**src/rtl/nonce_search_ctrl_pkg.sv**
```systemverilog
// Shared definitions for the nonce search controller: nonce width and the
// FSM state encoding used by the controller.
package nonce_search_ctrl_pkg;

  localparam int NONCE_W = 32;

  typedef logic [2:0] state_t;

  localparam state_t S_IDLE   = 3'd0;
  localparam state_t S_ISSUE  = 3'd1;
  localparam state_t S_WAIT   = 3'd2;
  localparam state_t S_REPORT = 3'd3;
  localparam state_t S_DONE   = 3'd4;

endpackage

```
**src/rtl/hash_watchdog.sv**
```systemverilog
// Watchdog for the hash core handshake. Counts enabled cycles since the last
// clear and flags expiry once the count reaches TIMEOUT_CYCLES-1; it then
// holds until cleared.
module hash_watchdog #(
  parameter int TIMEOUT_CYCLES = 1024
) (
  input  logic clk,
  input  logic reset,
  input  logic clear,
  input  logic enable,
  output logic expired
);

  localparam int CNT_W = (TIMEOUT_CYCLES > 1) ? $clog2(TIMEOUT_CYCLES) : 1;

  logic [CNT_W-1:0] cnt;

  assign expired = (cnt == CNT_W'(TIMEOUT_CYCLES - 1));

  // Cycle counter: cleared on request, saturates at the expiry value.
  always_ff @(posedge clk or negedge reset) begin
    if (!reset) begin
      cnt <= '0;
    end else if (clear) begin
      cnt <= '0;
    end else if (enable && !expired) begin
      cnt <= cnt + CNT_W'(1);
    end
  end

endmodule

```
**src/rtl/nonce_search_ctrl.sv**
```systemverilog
// Nonce search controller: walks an inclusive (possibly wrapping) nonce range,
// launching the hash core for each nonce and reporting the first hit, range
// exhaustion, or a hash core timeout. All outputs are registered.
module nonce_search_ctrl
  import nonce_search_ctrl_pkg::*;
#(
  parameter int TIMEOUT_CYCLES = 1024
) (
  input  logic               clk,
  input  logic               reset,
  input  logic               start,
  input  logic               abort,
  input  logic [NONCE_W-1:0] nonce_first,
  input  logic [NONCE_W-1:0] nonce_last,
  input  logic               hash_done,
  input  logic               hash_hit,
  output logic               hash_start,
  output logic [NONCE_W-1:0] hash_nonce,
  output logic               valid,
  output logic [NONCE_W-1:0] nonce,
  output logic               busy,
  output logic               exhausted,
  output logic               timeout
);

  state_t             state, state_n;
  logic [NONCE_W-1:0] cur, cur_n;
  logic [NONCE_W-1:0] last, last_n;
  logic               wd_clear;
  logic               wd_enable;
  logic               wd_expired;
  logic               report_ok;

  // The counter is zeroed on entry to ISSUE so it reads 0 during ISSUE and
  // counts ISSUE plus every WAIT cycle spent waiting for the hash core.
  assign wd_clear  = (state_n == S_ISSUE);
  assign wd_enable = (state == S_ISSUE) || (state == S_WAIT);

  // Abort squashes any pulse that would otherwise leave REPORT or DONE.
  assign report_ok = (state == S_REPORT) && !abort;

  hash_watchdog #(
    .TIMEOUT_CYCLES(TIMEOUT_CYCLES)
  ) u_watchdog (
    .clk    (clk),
    .reset  (reset),
    .clear  (wd_clear),
    .enable (wd_enable),
    .expired(wd_expired)
  );

  // Next-state and range-walk logic; abort overrides every other transition.
  always_comb begin
    state_n = state;
    cur_n   = cur;
    last_n  = last;
    case (state)
      S_IDLE: begin
        if (start) begin
          cur_n   = nonce_first;
          last_n  = nonce_last;
          state_n = S_ISSUE;
        end
      end
      S_ISSUE: state_n = S_WAIT;
      S_WAIT: begin
        if (hash_done) begin
          if (hash_hit) begin
            state_n = S_REPORT;
          end else if (cur == last) begin
            state_n = S_DONE;
          end else begin
            cur_n   = cur + NONCE_W'(1);
            state_n = S_ISSUE;
          end
        end else if (wd_expired) begin
          state_n = S_IDLE;
        end
      end
      S_REPORT: state_n = S_IDLE;
      S_DONE:   state_n = S_IDLE;
      default:  state_n = S_IDLE;
    endcase
    if (abort && (state != S_IDLE)) begin
      state_n = S_IDLE;
    end
  end

  // State, range registers and registered outputs.
  always_ff @(posedge clk or negedge reset) begin
    if (!reset) begin
      state      <= S_IDLE;
      cur        <= '0;
      last       <= '0;
      hash_start <= 1'b0;
      hash_nonce <= '0;
      valid      <= 1'b0;
      nonce      <= '0;
      busy       <= 1'b0;
      exhausted  <= 1'b0;
      timeout    <= 1'b0;
    end else begin
      state      <= state_n;
      cur        <= cur_n;
      last       <= last_n;
      hash_start <= (state_n == S_ISSUE);
      hash_nonce <= (state_n == S_ISSUE) ? cur_n : '0;
      valid      <= report_ok;
      nonce      <= report_ok ? cur : '0;
      busy       <= (state_n != S_IDLE);
      exhausted  <= (state == S_DONE) && !abort;
      timeout    <= (state == S_WAIT) && !abort && !hash_done && wd_expired;
    end
  end

endmodule

```
**config.mk**
```make
export PLATFORM = sky130hd
export DESIGN_NAME = nonce_search_ctrl
export DESIGN_NICKNAME = d
export VERILOG_FILES = /design/src/rtl/nonce_search_ctrl_pkg.sv /design/src/rtl/hash_watchdog.sv /design/src/rtl/nonce_search_ctrl.sv
export SDC_FILE = /design/constraint.sdc
export NUM_CORES = 1
export LEC_CHECK = 0
export CORE_MARGIN = 5
export CORE_UTILIZATION = 42
export CTS_BUF_LIST = sky130_fd_sc_hd__clkbuf_16
export DETAILED_ROUTE_END_ITERATION = 7
export PLACE_DENSITY = 0.67
export SKIP_LAST_GASP = 1
export SLEW_MARGIN = 10
export SYNTH_ARGS = -nofsm -noshare
export SYNTH_HDL_FRONTEND = slang
export SYNTH_HIERARCHICAL = 1
export SYNTH_SLANG_ARGS = --single-unit
```
**constraint.sdc**
```tcl
create_clock -name clk -period 3.2 [get_ports clk]
set_input_delay 0.32 -clock clk [delete_from_list [all_inputs] [get_ports clk]]
set_output_delay 0.32 -clock clk [all_outputs]
set_load 0.01 [all_outputs]
```
; ---- Yosys cells after proc, flatten, opt, wreduce, memory -nomap -nowiden
; Cells that the tools add are included.
[totals]
register_bits = 146
input_bits = 70
out_inout_bits = 69
elab_cells = 52
[classes]
addsub = 2
eq_ne = 7
muxes = 16
reduce_logical = 16
[op_table]
columns = operator, count
row1 = 32-bit two-way mux, 6
row2 = 32-bit case mux with 2 select lines, 1
row3 = 32-bit by 1-bit adder with 32-bit output (second input constant), 1
row4 = 32-bit == test, 1
row5 = 10-bit two-way mux, 2
row6 = 3-bit two-way mux, 6
row7 = 10-bit by 1-bit adder with 10-bit output (second input constant), 1
row8 = 10-bit == test (second input constant), 1
row9 = 3-bit case mux with 3 select lines, 1
row10 = 1-bit logical AND, 7
row11 = 3-bit by 1-bit == test with 1-bit output (second input constant), 2
row12 = 3-bit by 2-bit == test with 1-bit output (second input constant), 2
row13 = 3-bit nonzero test, 2
row14 = 3-bit == test (second input constant), 1
row15 = 1-bit zero test, 3
row16 = 3-bit zero test, 1
row17 = 2-bit AND reduction, 1
row18 = 2-bit nonzero test, 1
row19 = 1-bit logical OR, 1

; ---- Longest topological paths before layout
[logic_depth]
word_depth = 8
ltp_mapped = 12
depth_no_buf = 10

; ---- Cells and area by module
; The synthesis kept the hierarchy.
[modules_own_cells]
columns = module, n_inst, cells_each, area_each_um2
row1 = nonce_search_ctrl, 1, 665, 6373.6
row2 = hash_watchdog, 1, 56, 565.5

; ---- Worst setup path after synthesis
; No wires, ideal clock.
[synth_timing]
path_kind = flip-flop to flip-flop
start = register state[1]
end = register u_watchdog.cnt[5]
setup_time_ns = 0.077
t_arrival_ns = 2.168
required_time_ns = 3.123
slack_ns = 0.954
path_stages_with_launch = 8
n_path_buf = 2
cell_sequence = dfrtp_1 clkbuf_1 clkbuf_1 nand2b_1 a21oi_1 o31ai_4 or4_1 a21oi_1
[synth_between]
elab_cells_between_ends = 15
cone_classes = eq/ne (3) / mux (6) / reduce/logical (6)
[synth_lines]
columns = element, line
row1 = start: declaration, nonce_search_ctrl.sv:26  ; state_t state, state_n;
row2 = start signal: assignment, nonce_search_ctrl.sv:103  ; state <= state_n;
row3 = 3-bit by 1-bit == test with 1-bit output or 3-bit by 2-bit == test with 1-bit output (tied branches), nonce_search_ctrl.sv:37  ; assign wd_enable = (state == S_ISSUE) || (state == S_WAIT);
row4 = 1-bit logical OR *, nonce_search_ctrl.sv:37
row5 = via wd_enable, nonce_search_ctrl.sv:30  ; logic wd_enable;
row6 = 1-bit logical AND *, hash_watchdog.sv:26  ; end else if (enable && !expired) begin
row7 = 2-bit nonzero test (no line) *, -
row8 = end signal: assignment, hash_watchdog.sv:27  ; cnt <= cnt + CNT_W'(1);
row9 = end: declaration, hash_watchdog.sv:16  ; logic [CNT_W-1:0] cnt;
; Mark *: on every way through the listed nets, which the timed path passes. The rest lies on a longest branch.
; A chain may end at the register's enable or synchronous reset.

; ---- Worst setup path after layout
[layout_timing]
start = register cur[14]
end = register hash_nonce[9]
[layout_between]
elab_chain_len = 8
elab_cells_between_ends = 12
cone_classes = eq/ne (2) / mux (10)
[layout_rtl]
columns = element, line
row1 = start: declaration, nonce_search_ctrl.sv:27  ; logic [NONCE_W-1:0] cur, cur_n;
row2 = start signal: assignment, nonce_search_ctrl.sv:104  ; cur <= cur_n;
row3 = 32-bit == test *, nonce_search_ctrl.sv:70  ; end else if (cur == last) begin
row4 = 3-bit two-way mux, nonce_search_ctrl.sv:70
row5 = 3-bit two-way mux, nonce_search_ctrl.sv:68  ; if (hash_hit) begin
row6 = 3-bit two-way mux, nonce_search_ctrl.sv:67  ; if (hash_done) begin
row7 = 3-bit case mux with 3 select lines, nonce_search_ctrl.sv:57  ; case (state)
row8 = 3-bit two-way mux, nonce_search_ctrl.sv:84  ; if (abort && (state != S_IDLE)) begin
row9 = 3-bit by 1-bit == test with 1-bit output, nonce_search_ctrl.sv:107  ; hash_nonce <= (state_n == S_ISSUE) ? cur_n : '0;
row10 = 32-bit two-way mux *, nonce_search_ctrl.sv:107
row11 = end signal: assignment, nonce_search_ctrl.sv:107
row12 = end: declaration, nonce_search_ctrl.sv:18  ; output logic [NONCE_W-1:0] hash_nonce,
; Every way passes the cells marked *; elsewhere a longest branch is shown, timed or not.

==> flow_summary.json <==
{
  "cts_tree": "built",
  "grt_max_degree": 77,
  "yosysWarnings": 6,
  "pin_count": 139,
  "fp-row-count": 47,
  "clock_sinks": 146,
  "path_class": "flip-flop to flip-flop",
  "nets": 936,
  "crit_fanout": 7,
  "clk_pin_slew_ps": 60,
  "final_max_slew_viol_count": 0,
  "worstHoldStart": "nonce_last[5]",
  "syn_area_per_cell_um2": 9.62,
  "yosysTopAreaCell": "dfrtp_1",
  "cts_buffers": 17,
  "worst_slew_pin_slew_ps": 903,
  "reg2reg_depth": 6,
  "vias_per_cell": 5.72,
  "die_w_um": 139,
  "drt_wl_total_um": 23300,
  "first_pass_iters": 5,
  "rr_startpoint": "cur[14]",
  "worst_hold_path_type": "input pin to flip-flop",
  "slowest_delay_ps": 690,
  "synth_edf_count": 0,
  "drtIter0Drc": 570,
  "maxCapViolCount": 0,
  "die_h_um": 139,
  "syn-cell-area_um2": 6940,
  "antenna_left": 0,
  "finalClockSkew_ps": 6.51,
  "gp_congestion": 0.968,
  "p_leak_nw": 4.03,
  "placed_cell_area_um2": 8670,
  "post_route_cells_drive_above_1_share": 0.0832,
  "postCtsSetupRepairBufs": 0,
  "ys_seq_elements": 146,
  "syn_nets": 793,
  "grt_pass1_vias": 6428,
  "detail_route.wl_per_cell_um": 21.2,
  "clk_latency_ps": 430,
  "power-per-cell-area_nw_per_um2": 659,
  "cts-hold-fix-buffers": 1,
  "critPathCaptureType": "flip-flop",
  "period_share": 0.919,
  "dp_slack_ps": 448,
  "clockBufferDepth": 2,
  "cts-root-buf": "clkbuf_16",
  "postSynthCellCount": 721,
  "drc_errors": 0,
  "rsz0062_at_grt": "no",
  "start_util": 0.423,
  "critPathArrivalTime_ps": 3280,
  "dp_hpwl_um": 16800,
  "grt_pass1_wl_um": 36400,
  "crit_chain": "xor2_1 > nor4_1 > nand4_1 > o21ai_0 > a221oi_1 > nor3_1",
  "critPathLaunch": "cur[14]",
  "yosys-top-cells-area": "dfrtp_1, nand2_1, xor2_1",
  "antenna_found_initial": 0,
  "async_reset_ff_frac": 1.00,
  "synth-main-ff-cell": "dfrtp_1",
  "outcome": "finished, final reports clean",
  "synth.distinct_cells": 63,
  "synth_seq_area_share": 0.527,
  "post_cts_resized": 0,
  "critPathSlowestCell": "o21ai_0",
  "layout_common_cells": "dfrtp_1, nand2_1, clkdlybuf4s50_1",
  "slew_headroom": 0.398,
  "finalHoldViolations": 0,
  "grt-ovfl-total": 0,
  "synth_top_area_frac": 0.527,
  "worst_slack_ps": 261,
  "setup_tns_ps": 0,
  "final_common_cell": "dfrtp_1",
  "setup_viol": 0,
  "die_area_um2": 19200,
  "htreeDepth": 4,
  "whs_path_depth": 3,
  "place.port_buffers": 138,
  "syn2layout_area_growth_pct": 33.7,
  "track_usage": 0.243,
  "core_area_um2": 16400,
  "irDropWorstVdd_mv": 0.351,
  "crit_path_start_kind": "flip-flop",
  "critPathRequiredTime_ps": 3540,
  "antenna_cells": 0,
  "max_freq_mhz": 340,
  "fin_area_um2": 9280,
  "vias": 6271,
  "fin_crit_ps": 2940
}
sequential cells by signal (all words and copies together), names as in the netlist:
register / count
last: 32
u_watchdog/cnt: 10
exhausted: 1
hash_nonce: 32
busy: 1
timeout: 1
nonce: 32
hash_start: 1
valid: 1
state: 3
cur: 32
layer usage:
layer	GRT usage	vias up	routed length, um
met2	0.390	314	11100
li1	-	2881	-
met1	0.316	3009	9550
met4	0.107	0	890
met5	0	-	0
met3	0.0576	67	1670
cell type report:
type                       instances  area [um2]
multi-input combinational        518        3050
clock buffer                      17         425
inverter                          10        37.5
sequential                       146        3650
timing repair buffer             171        1670
tap                              220         275
clock inverter                    15         168
fill                            1425        7130
path summary, 6_finish.rpt:
kind | end | slack (ps)
max | hash_nonce[9] | 260
min | last[5] | 410
max reg2reg | hash_nonce[9] | 260
min reg2reg | last[10] | 500
max in group asynchronous | hash_nonce[20] | 1930
min in group asynchronous | u_watchdog/cnt[4] | 480
per-stage QoR:
stage / hold slack, ps / cells / utilization / total power [mW]
final: 414 / 1097 / 0.565 / 6.11
after global routing: 424 / 1097 / 0.565 / 6.40
after CTS: 399 / 1097 / 0.565 / 6.13
after detailed placement: 395 / 1064 / 0.529 / 4.11
after global placement: 395 / 1064 / 0.529 / 4.08
after floorplan: 24.4 / 721 / - / 3.37
cells in the mapped netlist (all sizes together) (6+ instances only):
cell    number
nor2        40
or3          7
inv         10
dfrtp      146
a22o         8
or4          8
nand3       24
a211oi      10
a21oi       29
o211ai       6
a31oi       12
and3         7
and2        29
o22ai       10
and4         8
nand2      139
nor4        26
xor2        35
buf         24
nor3        17
o21ai       15
nand4       20
clkbuf      23
worst max-delay path: cells and delay by family, from the launching register on:
family	cells	cell delay, ps
AND/OR/NAND/NOR	3	1250
XOR/XNOR	1	210
flip-flops	1	470
AO/OA/AOI/OAI	2	920
cells by family after synthesis:
family                   share of synthesized area
multiplexers                               0.00721
XOR/XNOR                                    0.0467
buffers and inverters                       0.0359
AND/OR/NAND/NOR                              0.251
adder cells (fa/ha/maj)                    0.00361
AO/OA/AOI/OAI                                0.129
flip-flops                                   0.527
report_power, final:
part / total [mW] / internal (mW) / switching [mW]
clock network: 2.01 / 1.22 / 0.795
registers: 2.58 / 2.17 / 0.413
logic: 1.52 / 0.650 / 0.871
total: 6.11 / 4.04 / 2.08
No activity file was read; power rests on OpenSTA's default activity.
